`config.mk`:
```
export PLATFORM = sky130hd
export DESIGN_NAME = ifft32_twiddle_sequencer
export DESIGN_NICKNAME = d
export VERILOG_FILES = /design/src/rtl/ifft32_twiddle_sequencer.sv
export SDC_FILE = /design/constraint.sdc
export NUM_CORES = 1
export LEC_CHECK = 0
export CAP_MARGIN = 20
export CORE_MARGIN = 2
export CORE_UTILIZATION = 58
export DETAILED_ROUTE_END_ITERATION = 6
export GPL_TIMING_DRIVEN = 0
export PLACE_DENSITY = 0.89
export SYNTH_ARGS = -nofsm -noshare
export SYNTH_HDL_FRONTEND = slang
export SYNTH_SLANG_ARGS = --single-unit
```
`constraint.sdc`:
```
create_clock -name clk -period 5.8 [get_ports clk]
set_clock_uncertainty 0.1 [all_clocks]
set_input_delay 0.58 -clock clk [delete_from_list [all_inputs] [get_ports clk]]
set_output_delay 0.58 -clock clk [all_outputs]
set_load 0.01 [all_outputs]
```
`src/rtl/ifft32_twiddle_sequencer.sv`:
```
// ---------------------------------------------------------------------------
// ifft32_twiddle_sequencer
//
// Address and twiddle-index sequencer for a 32-point radix-2 in-place
// decimation-in-frequency IFFT. It walks 5 stages of 16 butterflies. For each
// butterfly it presents the two data-memory addresses and the twiddle ROM
// index on a ready/valid interface. A programmable drain gap between stages
// gives the butterfly pipeline time to retire its writes before the next
// stage reads them.
//
// Ports:
//   clk          system clock, rising edge
//   rst          asynchronous active-high reset
//   start_i      one-cycle request to run a transform (honoured in IDLE only)
//   bf_ready_i   datapath accepts the current butterfly
//   bf_valid_o   addr_a_o/addr_b_o/index_r_o/index_i_o/stage_o are valid
//   addr_a_o     upper-leg data address
//   addr_b_o     lower-leg data address (addr_a_o + span)
//   index_r_o    twiddle ROM real-part index
//   index_i_o    twiddle ROM imaginary-part index (same as index_r_o)
//   stage_o      current stage 0..4
//   busy_o       high in every state except IDLE
//   done_o       one-cycle completion pulse
// ---------------------------------------------------------------------------
module ifft32_twiddle_sequencer #(
    parameter int BF_LATENCY = 4
) (
    input  logic       clk,
    input  logic       rst,
    input  logic       start_i,
    input  logic       bf_ready_i,
    output logic       bf_valid_o,
    output logic [4:0] addr_a_o,
    output logic [4:0] addr_b_o,
    output logic [4:0] index_r_o,
    output logic [4:0] index_i_o,
    output logic [2:0] stage_o,
    output logic       busy_o,
    output logic       done_o
);

    localparam logic [3:0] LAT = BF_LATENCY[3:0];

    typedef enum logic [1:0] {
        S_IDLE  = 2'd0,
        S_ISSUE = 2'd1,
        S_DRAIN = 2'd2,
        S_DONE  = 2'd3
    } state_t;

    state_t     state_q, state_d;
    logic [2:0] stage_q, stage_d;
    logic [3:0] b_q, b_d;
    logic [3:0] cnt_q, cnt_d;
    logic       valid_q, valid_d;
    logic       busy_q, busy_d;
    logic       done_q, done_d;
    logic [4:0] addr_a_q, addr_a_d;
    logic [4:0] addr_b_q, addr_b_d;
    logic [4:0] index_q, index_d;

    // address arithmetic intermediates
    logic [4:0] span;
    logic [4:0] mask;
    logic [4:0] b_ext;
    logic [4:0] offset;

    // ------------------------------------------------------------------
    // State and registered outputs
    // ------------------------------------------------------------------
    always_ff @(posedge clk or posedge rst) begin
        if (rst) begin
            state_q  <= S_IDLE;
            stage_q  <= 3'd0;
            b_q      <= 4'd0;
            cnt_q    <= 4'd0;
            valid_q  <= 1'b0;
            busy_q   <= 1'b0;
            done_q   <= 1'b0;
            addr_a_q <= 5'd0;
            addr_b_q <= 5'd0;
            index_q  <= 5'd0;
        end else begin
            state_q  <= state_d;
            stage_q  <= stage_d;
            b_q      <= b_d;
            cnt_q    <= cnt_d;
            valid_q  <= valid_d;
            busy_q   <= busy_d;
            done_q   <= done_d;
            addr_a_q <= addr_a_d;
            addr_b_q <= addr_b_d;
            index_q  <= index_d;
        end
    end

    // ------------------------------------------------------------------
    // Next-state logic
    // ------------------------------------------------------------------
    always_comb begin
        state_d = state_q;
        stage_d = stage_q;
        b_d     = b_q;
        cnt_d   = cnt_q;
        valid_d = valid_q;
        busy_d  = busy_q;
        done_d  = 1'b0;

        unique case (state_q)
            S_IDLE: begin
                valid_d = 1'b0;
                busy_d  = 1'b0;
                if (start_i) begin
                    state_d = S_ISSUE;
                    stage_d = 3'd0;
                    b_d     = 4'd0;
                    busy_d  = 1'b1;
                end
            end

            S_ISSUE: begin
                if (!valid_q) begin
                    // First cycle after start: outputs for b=0 are being
                    // loaded, raise valid on the next edge.
                    valid_d = 1'b1;
                end else if (bf_ready_i) begin
                    if (b_q != 4'd15) begin
                        b_d = b_q + 4'd1;
                    end else if (LAT != 4'd0) begin
                        state_d = S_DRAIN;
                        valid_d = 1'b0;
                        cnt_d   = LAT;
                    end else if (stage_q == 3'd4) begin
                        state_d = S_DONE;
                        valid_d = 1'b0;
                        done_d  = 1'b1;
                    end else begin
                        // Zero-latency pipeline: next stage starts back-to-back.
                        stage_d = stage_q + 3'd1;
                        b_d     = 4'd0;
                    end
                end
            end

            S_DRAIN: begin
                if (cnt_q == 4'd1) begin
                    cnt_d = 4'd0;
                    if (stage_q == 3'd4) begin
                        state_d = S_DONE;
                        done_d  = 1'b1;
                    end else begin
                        // Outputs for the next stage's b=0 are loaded on the
                        // same edge so no extra bubble appears.
                        state_d = S_ISSUE;
                        valid_d = 1'b1;
                        stage_d = stage_q + 3'd1;
                        b_d     = 4'd0;
                    end
                end else begin
                    cnt_d = cnt_q - 4'd1;
                end
            end

            S_DONE: begin
                state_d = S_IDLE;
                busy_d  = 1'b0;
            end

            default: begin
                state_d = S_IDLE;
            end
        endcase
    end

    // ------------------------------------------------------------------
    // Address / twiddle arithmetic from the next stage and butterfly.
    // span = 16 >> stage; offset = b & (span-1);
    // group*2*span = (b & ~(span-1)) << 1; k = offset << stage.
    // Outputs hold while returning to / sitting in IDLE.
    // ------------------------------------------------------------------
    always_comb begin
        span     = 5'd16 >> stage_d;
        mask     = span - 5'd1;
        b_ext    = {1'b0, b_d};
        offset   = b_ext & mask;
        addr_a_d = addr_a_q;
        addr_b_d = addr_b_q;
        index_d  = index_q;
        if (state_d != S_IDLE) begin
            addr_a_d = ((b_ext & ~mask) << 1) | offset;
            addr_b_d = addr_a_d + span;
            index_d  = offset << stage_d;
        end
    end

    assign bf_valid_o = valid_q;
    assign addr_a_o   = addr_a_q;
    assign addr_b_o   = addr_b_q;
    assign index_r_o  = index_q;
    assign index_i_o  = index_q;
    assign stage_o    = stage_q;
    assign busy_o     = busy_q;
    assign done_o     = done_q;

endmodule

```
# After elaboration in Yosys (flattened, before gate mapping)
# Index checks and enable logic that the tools add are counted.
[word_totals]
ff_bits = 31
latchBits = 0
mem_bits_rw = 0
romBits = 0
input_bits = 4
out_inout_bits = 26
word_cells = 73
mem_count = 0
[classes]
addsub = 5
mul = 0
div = 0
n_lt_le_gt_ge = 0
n_eq_ne = 11
shift = 2
mux = 34
n_bitwise = 4
n_reduce_logical = 7
[ops]
columns = ["cell", "n"]
rows = [
  ["4-bit two-way mux", 10],
  ["2-bit two-way mux", 6],
  ["4-bit case mux with 3 select lines", 1],
  ["2-bit != test (second input constant)", 5],
  ["1-bit two-way mux", 9],
  ["3-bit two-way mux", 3],
  ["2-bit case mux with 4 select lines", 1],
  ["4-bit case mux with 2 select lines", 1],
  ["3-bit case mux with 2 select lines", 1],
  ["2-bit nonzero test", 3],
  ["5-bit adder", 1],
  ["4-bit by 5-bit AND with 5-bit output", 1],
  ["5-bit bitwise OR", 1],
  ["5-bit by 3-bit left shift with 5-bit output", 1],
  ["5-bit by 3-bit >> shifter with 5-bit output (first input constant)", 1],
  ["5-bit by 1-bit subtractor with 5-bit output (second input constant)", 1],
  ["4-bit by 1-bit adder with 4-bit output (second input constant)", 1],
  ["4-bit AND", 1],
  ["2-bit equality test (second input constant)", 2],
  ["4-bit by 1-bit equality test with 1-bit output (second input constant)", 1],
  ["4-bit != test (second input constant)", 1],
  ["4-bit inverter", 1],
  ["4-bit AND reduction", 1],
  ["4-bit by 1-bit subtractor with 4-bit output (second input constant)", 1],
  ["8 further kinds", 8],
]

# Longest topological paths before layout
[depth]
depth_word = 10
depth_mapped = 15
mapped_depth_nobuf = 14

# Worst setup path after synthesis
# OpenSTA, ideal clock, no wires.
[synth_timing]
kind = "register to register"
startpoint = "register cnt_q[1]"
endpoint = "register addr_b_q[4] (netlist: addr_b_o[4])"
setup_time_ns = 0.125
arrival_ns = 3.060
required_time_ns = 5.575
setup_slack_ns = 2.516
path_stages_with_launch = 15
path_buffers = 2
synth_period_minus_slack_ns = 3.284
cell_sequence = "dfrtp_1 inv_1 ha_1 or3b_1 buf_2 o32a_1 and2_1 buf_6 o221ai_2 o311ai_1 fa_1 a21o_1 a21oi_1 xnor2_1 mux2_2"
[synth_via]
elab_chain_cells = 9
elab_cells_between_ends = 15
cone_classes = "add/sub: 2; eq/ne: 1; shift: 1; mux: 6; bitwise: 4; reduce/logical: 1"
[synth_rtl]
columns = ["element", "line", "source"]
rows = [
  ["start: declaration", "54", "logic [3:0] cnt_q, cnt_d;"],
  ["start signal: assignment", "87", "cnt_q <= cnt_d;"],
  ["4-bit by 1-bit equality test with 1-bit output (*)", "146", "if (cnt_q == 4'd1) begin"],
  ["3-bit two-way mux", "146", ""],
  ["3-bit case mux with 2 select lines", "109", "unique case (state_q)"],
  ["5-bit by 3-bit >> shifter with 5-bit output", "182", "span = 5'd16 >> stage_d;"],
  ["5-bit by 1-bit subtractor with 5-bit output", "183", "mask = span - 5'd1;"],
  ["4-bit inverter", "190", "addr_a_d = ((b_ext & ~mask) << 1) | offset;"],
  ["4-bit AND", "190", ""],
  ["5-bit bitwise OR", "190", ""],
  ["5-bit adder", "191", "addr_b_d = addr_a_d + span;"],
  ["end signal: assignment", "92", "addr_b_q <= addr_b_d;"],
  ["end: declaration", "59", "logic [4:0] addr_b_q, addr_b_d;"],
]
# Every way passes the cells marked *; elsewhere a longest branch is shown, timed or not.
# A chain may end at the register's enable or synchronous reset.

# Worst setup path in the final report
[layout_timing]
startpoint = "register state_q[0]"
endpoint = "register addr_b_q[4] (netlist: addr_b_o[4])"
[layout_via]
elab_chain_cells = 8
elab_cells_between_ends = 20
cone_classes = "add/sub: 2; eq/ne: 3; shift: 1; mux: 8; bitwise: 4; reduce/logical: 2"
[layout_rtl]
columns = ["element", "line", "source"]
rows = [
  ["start: declaration", "51", "state_t state_q, state_d;"],
  ["start signal: assignment", "84", "state_q <= state_d;"],
  ["2-bit equality test or 2-bit zero test (tied branches)", "109", ""],
  ["3-bit case mux with 2 select lines (*)", "109", ""],
  ["net stage_d[2]", "52", "logic [2:0] stage_q, stage_d;"],
  ["5-bit by 3-bit >> shifter with 5-bit output (*)", "182", ""],
  ["5-bit by 1-bit subtractor with 5-bit output", "183", ""],
  ["4-bit inverter", "190", ""],
  ["4-bit AND", "190", ""],
  ["5-bit bitwise OR", "190", ""],
  ["5-bit adder (*)", "191", ""],
]
# Mark *: on every way through the listed nets, which the timed path passes. The rest lies on a longest branch.

==> impl_metrics.env <==
export IMPL_chipWidth_um=63.10
export IMPL_grt_usage_pct=24.77
export IMPL_syn_area_sq_mm=0.002026
export IMPL_slew_viol_final=0
export IMPL_dr_pass1_iters=4
export IMPL_io_buffer_count=29
export IMPL_ys_ff_latch=31
export IMPL_crit_fanout=10
export IMPL_antenna_found_initial=0
export IMPL_nFillCells=253
export IMPL_clk_pin_slew_ps=100
export IMPL_start_util_pct=60.70
export IMPL_tns_ps=0
export IMPL_grt_pass1_vias=1777
export IMPL_fmax_mhz=263.7
export IMPL_arrival_ps=3920
export IMPL_wl_per_cell_um=14.97
export IMPL_grt_max_degree=24
export IMPL_rsz0062_at_grt="false"
export IMPL_core_sq_mm=0.003337
export IMPL_ir_drop_mv=0.3200
export IMPL_timing_final_crit_share_pct=65.39
export IMPL_routabilityCongestion=0.9065
export IMPL_grt_pass1_wl_mm=7.824
export IMPL_endpoint_kind="register"
export IMPL_drive_above_1_share_pct=12.45
export IMPL_p_leak_nw=1.144
export IMPL_n_antenna_cell=0
export IMPL_viasPerCell=5.964
export IMPL_syn_num_nets=237
export IMPL_cts_tree="yes"
export IMPL_core_rowCount=21
export IMPL_htree_levels=2
export IMPL_final_hold_viol_count=0
export IMPL_clkLatencyLatePin_ps=340
export IMPL_yosys_warnings=0
export IMPL_critPathLaunchType="register"
export IMPL_crit_slowest_cell="fa_1"
export IMPL_yosysTopAreaCell="dfrtp_1"
export IMPL_period_minus_slack_ps=3793
export IMPL_route_detailed_drc=0
export IMPL_dp_hpwl_mm=3.460
export IMPL_hold_path_class="register to register"
export IMPL_r2r_slack_ps=2010
export IMPL_drt_wl_total_mm=4.536
export IMPL_timing_rr_end="addr_b_o[4]$_DFFE_PP0P_"
export IMPL_outcome="finished clean"
export IMPL_setup_viol=0
export IMPL_power_density_mw_per_mm2=306.5
export IMPL_syn_to_final_growth_pct=22.79
export IMPL_cap_violations=0
export IMPL_detail_route_antenna_nets=0
export IMPL_seq_area_frac_synth_pct=38.30
export IMPL_post_cts_resized=0
export IMPL_synthTopCellsByArea="dfrtp_1 38%, ha_1 8.0%, o21ai_0 4.0%"
export IMPL_hp_start="addr_b_o[2]$_DFFE_PP0P_"
export IMPL_cts_buffers_inserted=5
export IMPL_pre_cts_ws_ps=2041
export IMPL_cp_required_ps=5930
export IMPL_holdPathStages=2
export IMPL_nets=274
export IMPL_async_flop_share_pct=100.0
export IMPL_fp_dieH_um=63.10
export IMPL_synth_most_common_cell="dfrtp_1"
export IMPL_r2r_start="state_q[0]$_DFF_PP0_"
export IMPL_reg2regPathDepth=13
export IMPL_overflow=0
export IMPL_vias=1807
export IMPL_postCtsSetupRepairBufs=0
export IMPL_ios=30
export IMPL_slowest_delay_ps=500
export IMPL_yosys_most_used_dff="dfrtp_1"
export IMPL_hold_path_end="addr_b_o[2]$_DFFE_PP0P_"
export IMPL_clock_sinks=31
export IMPL_synth_edf_count=0
export IMPL_yosysTopAreaCellShare_pct=38.30
export IMPL_worstPathCellList="inv_1, ha_1, clkbuf_1, a31oi_1, a21o_1, inv_1, buf_1, nor3_1, fa_1, a21o_1, a21oi_1, xnor2_1, mux2_2"
export IMPL_netlist_instances=219
export IMPL_drtIter0Drc=92
export IMPL_avgSynthCellArea_sq_um=9.250
export IMPL_die_area_sq_mm=0.003982
export IMPL_synth_distinct_cells=54
export IMPL_clock_root_buffer="clkbuf_4"
export IMPL_setup_ws_ps=2007
export IMPL_slew_headroom_pct=52.71
export IMPL_ys_top_cells_by_count="31 x dfrtp_1, 21 x nand2_1, 17 x inv_1, 16 x nor2_1, 16 x o21ai_0"
export IMPL_hold_buffers=0
export IMPL_clock_path_buffers=2
export IMPL_worst_slew_pin_slew_ps=702.0
export IMPL_critPathKind="register to register"
export IMPL_power_mw=0.7623
[cell usage in the layout (no fill, tap or decap), types with 8 or more instances in the layout]
master           synthesis  final
a21oi_1                  9      9
nor2_1                  16     16
clkdlybuf4s50_1          0     29
nor3_1                   8      8
o21ai_0                 16     16
inv_1                   17     17
nand2_1                 21     21
ha_1                    13     13
dfrtp_1                 31     31
[layout make-up]
class | instances | area [sq um] | area share, %
buffer | 12 | 77.57 | 3.119
clock buffer | 6 | 51.30 | 2.062
clock inverter | 2 | 35.03 | 1.408
inverter | 19 | 71.32 | 2.867
multi-input combinational | 157 | 1101 | 44.27
sequential | 31 | 775.7 | 31.19
tap | 46 | 57.56 | 2.314
timing repair buffer | 30 | 317.8 | 12.78
[logic make-up after synthesis]
family	after synthesis	share of synthesized area, %
AND/OR/NAND/NOR	68	16.31
XOR/XNOR	4	1.730
adder cells (fa/ha/maj)	15	9.512
flip-flops	31	38.30
AO/OA/AOI/OAI	60	21.80
multiplexers	9	4.818
buffers and inverters	31	7.350
other	1	0.1851
[critical path, delay by kind of cell (launching register included)]
kind,cells,cell delay [ps]
compound gates,4,790
xor+xnor,1,90
fa+ha+maj,2,740
buf+inv,4,1040
flops,1,470
mux,1,260
simple gates,1,190
[how the worst max path moves through the flow]
| stage | slack (ps) | end | startpoint |
|---|---|---|---|
| 2_1_floorplan | 2520 | addr_b_o[4]$_DFFE_PP0P_ | cnt_q[1]$_DFFE_PP0P_ |
| 3_5_place_dp | 2040 | addr_b_o[4]$_DFFE_PP0P_ | start_i |
| 6_report | 2010 | addr_b_o[4]$_DFFE_PP0P_ | state_q[0]$_DFF_PP0_ |
| 4_1_cts | 2050 | addr_b_o[4]$_DFFE_PP0P_ | state_q[0]$_DFF_PP0_ |
| 3_3_place_gp | 2080 | addr_b_o[4]$_DFFE_PP0P_ | start_i |
| 5_1_grt | 1830 | addr_b_o[4]$_DFFE_PP0P_ | state_q[0]$_DFF_PP0_ |
[power breakdown]
group	total (mW)	switching (mW)	internal [mW]
clock network	0.179	0.0772	0.102
logic	0.306	0.165	0.141
registers	0.277	0.0281	0.249
[per-layer routing]
layer	GRT usage [%]	routed length [um]	vias up
met3	5.000	160	14
met5	0	0	-
met2	43.75	2379	42
met4	11.39	127	0
li1	-	-	859
met1	28.76	1869	892
[stage by stage]
step / cell area [sq um] / instances / util [%] / hold slack, ps
5_1_grt: 2487 / 303 / 74.54 / 430.7
2_1_floorplan: 2026 / 219 / - / 365.3
6_report: 2487 / 303 / 74.54 / 402.0
3_5_place_dp: 2401 / 295 / 71.95 / 373.7
3_3_place_gp: 2374 / 294 / 71.13 / 366.0
4_1_cts: 2487 / 303 / 74.54 / 401.7
[sequential cells by signal, summed over array words and instances (netlist names), 2 cells and up]
register and count:
addr_a_o 5, b_q 4, cnt_q 4, stage_o 3
addr_b_o 5, index_i_o 5, state_q 2
Power figures use the tool's default switching activity.
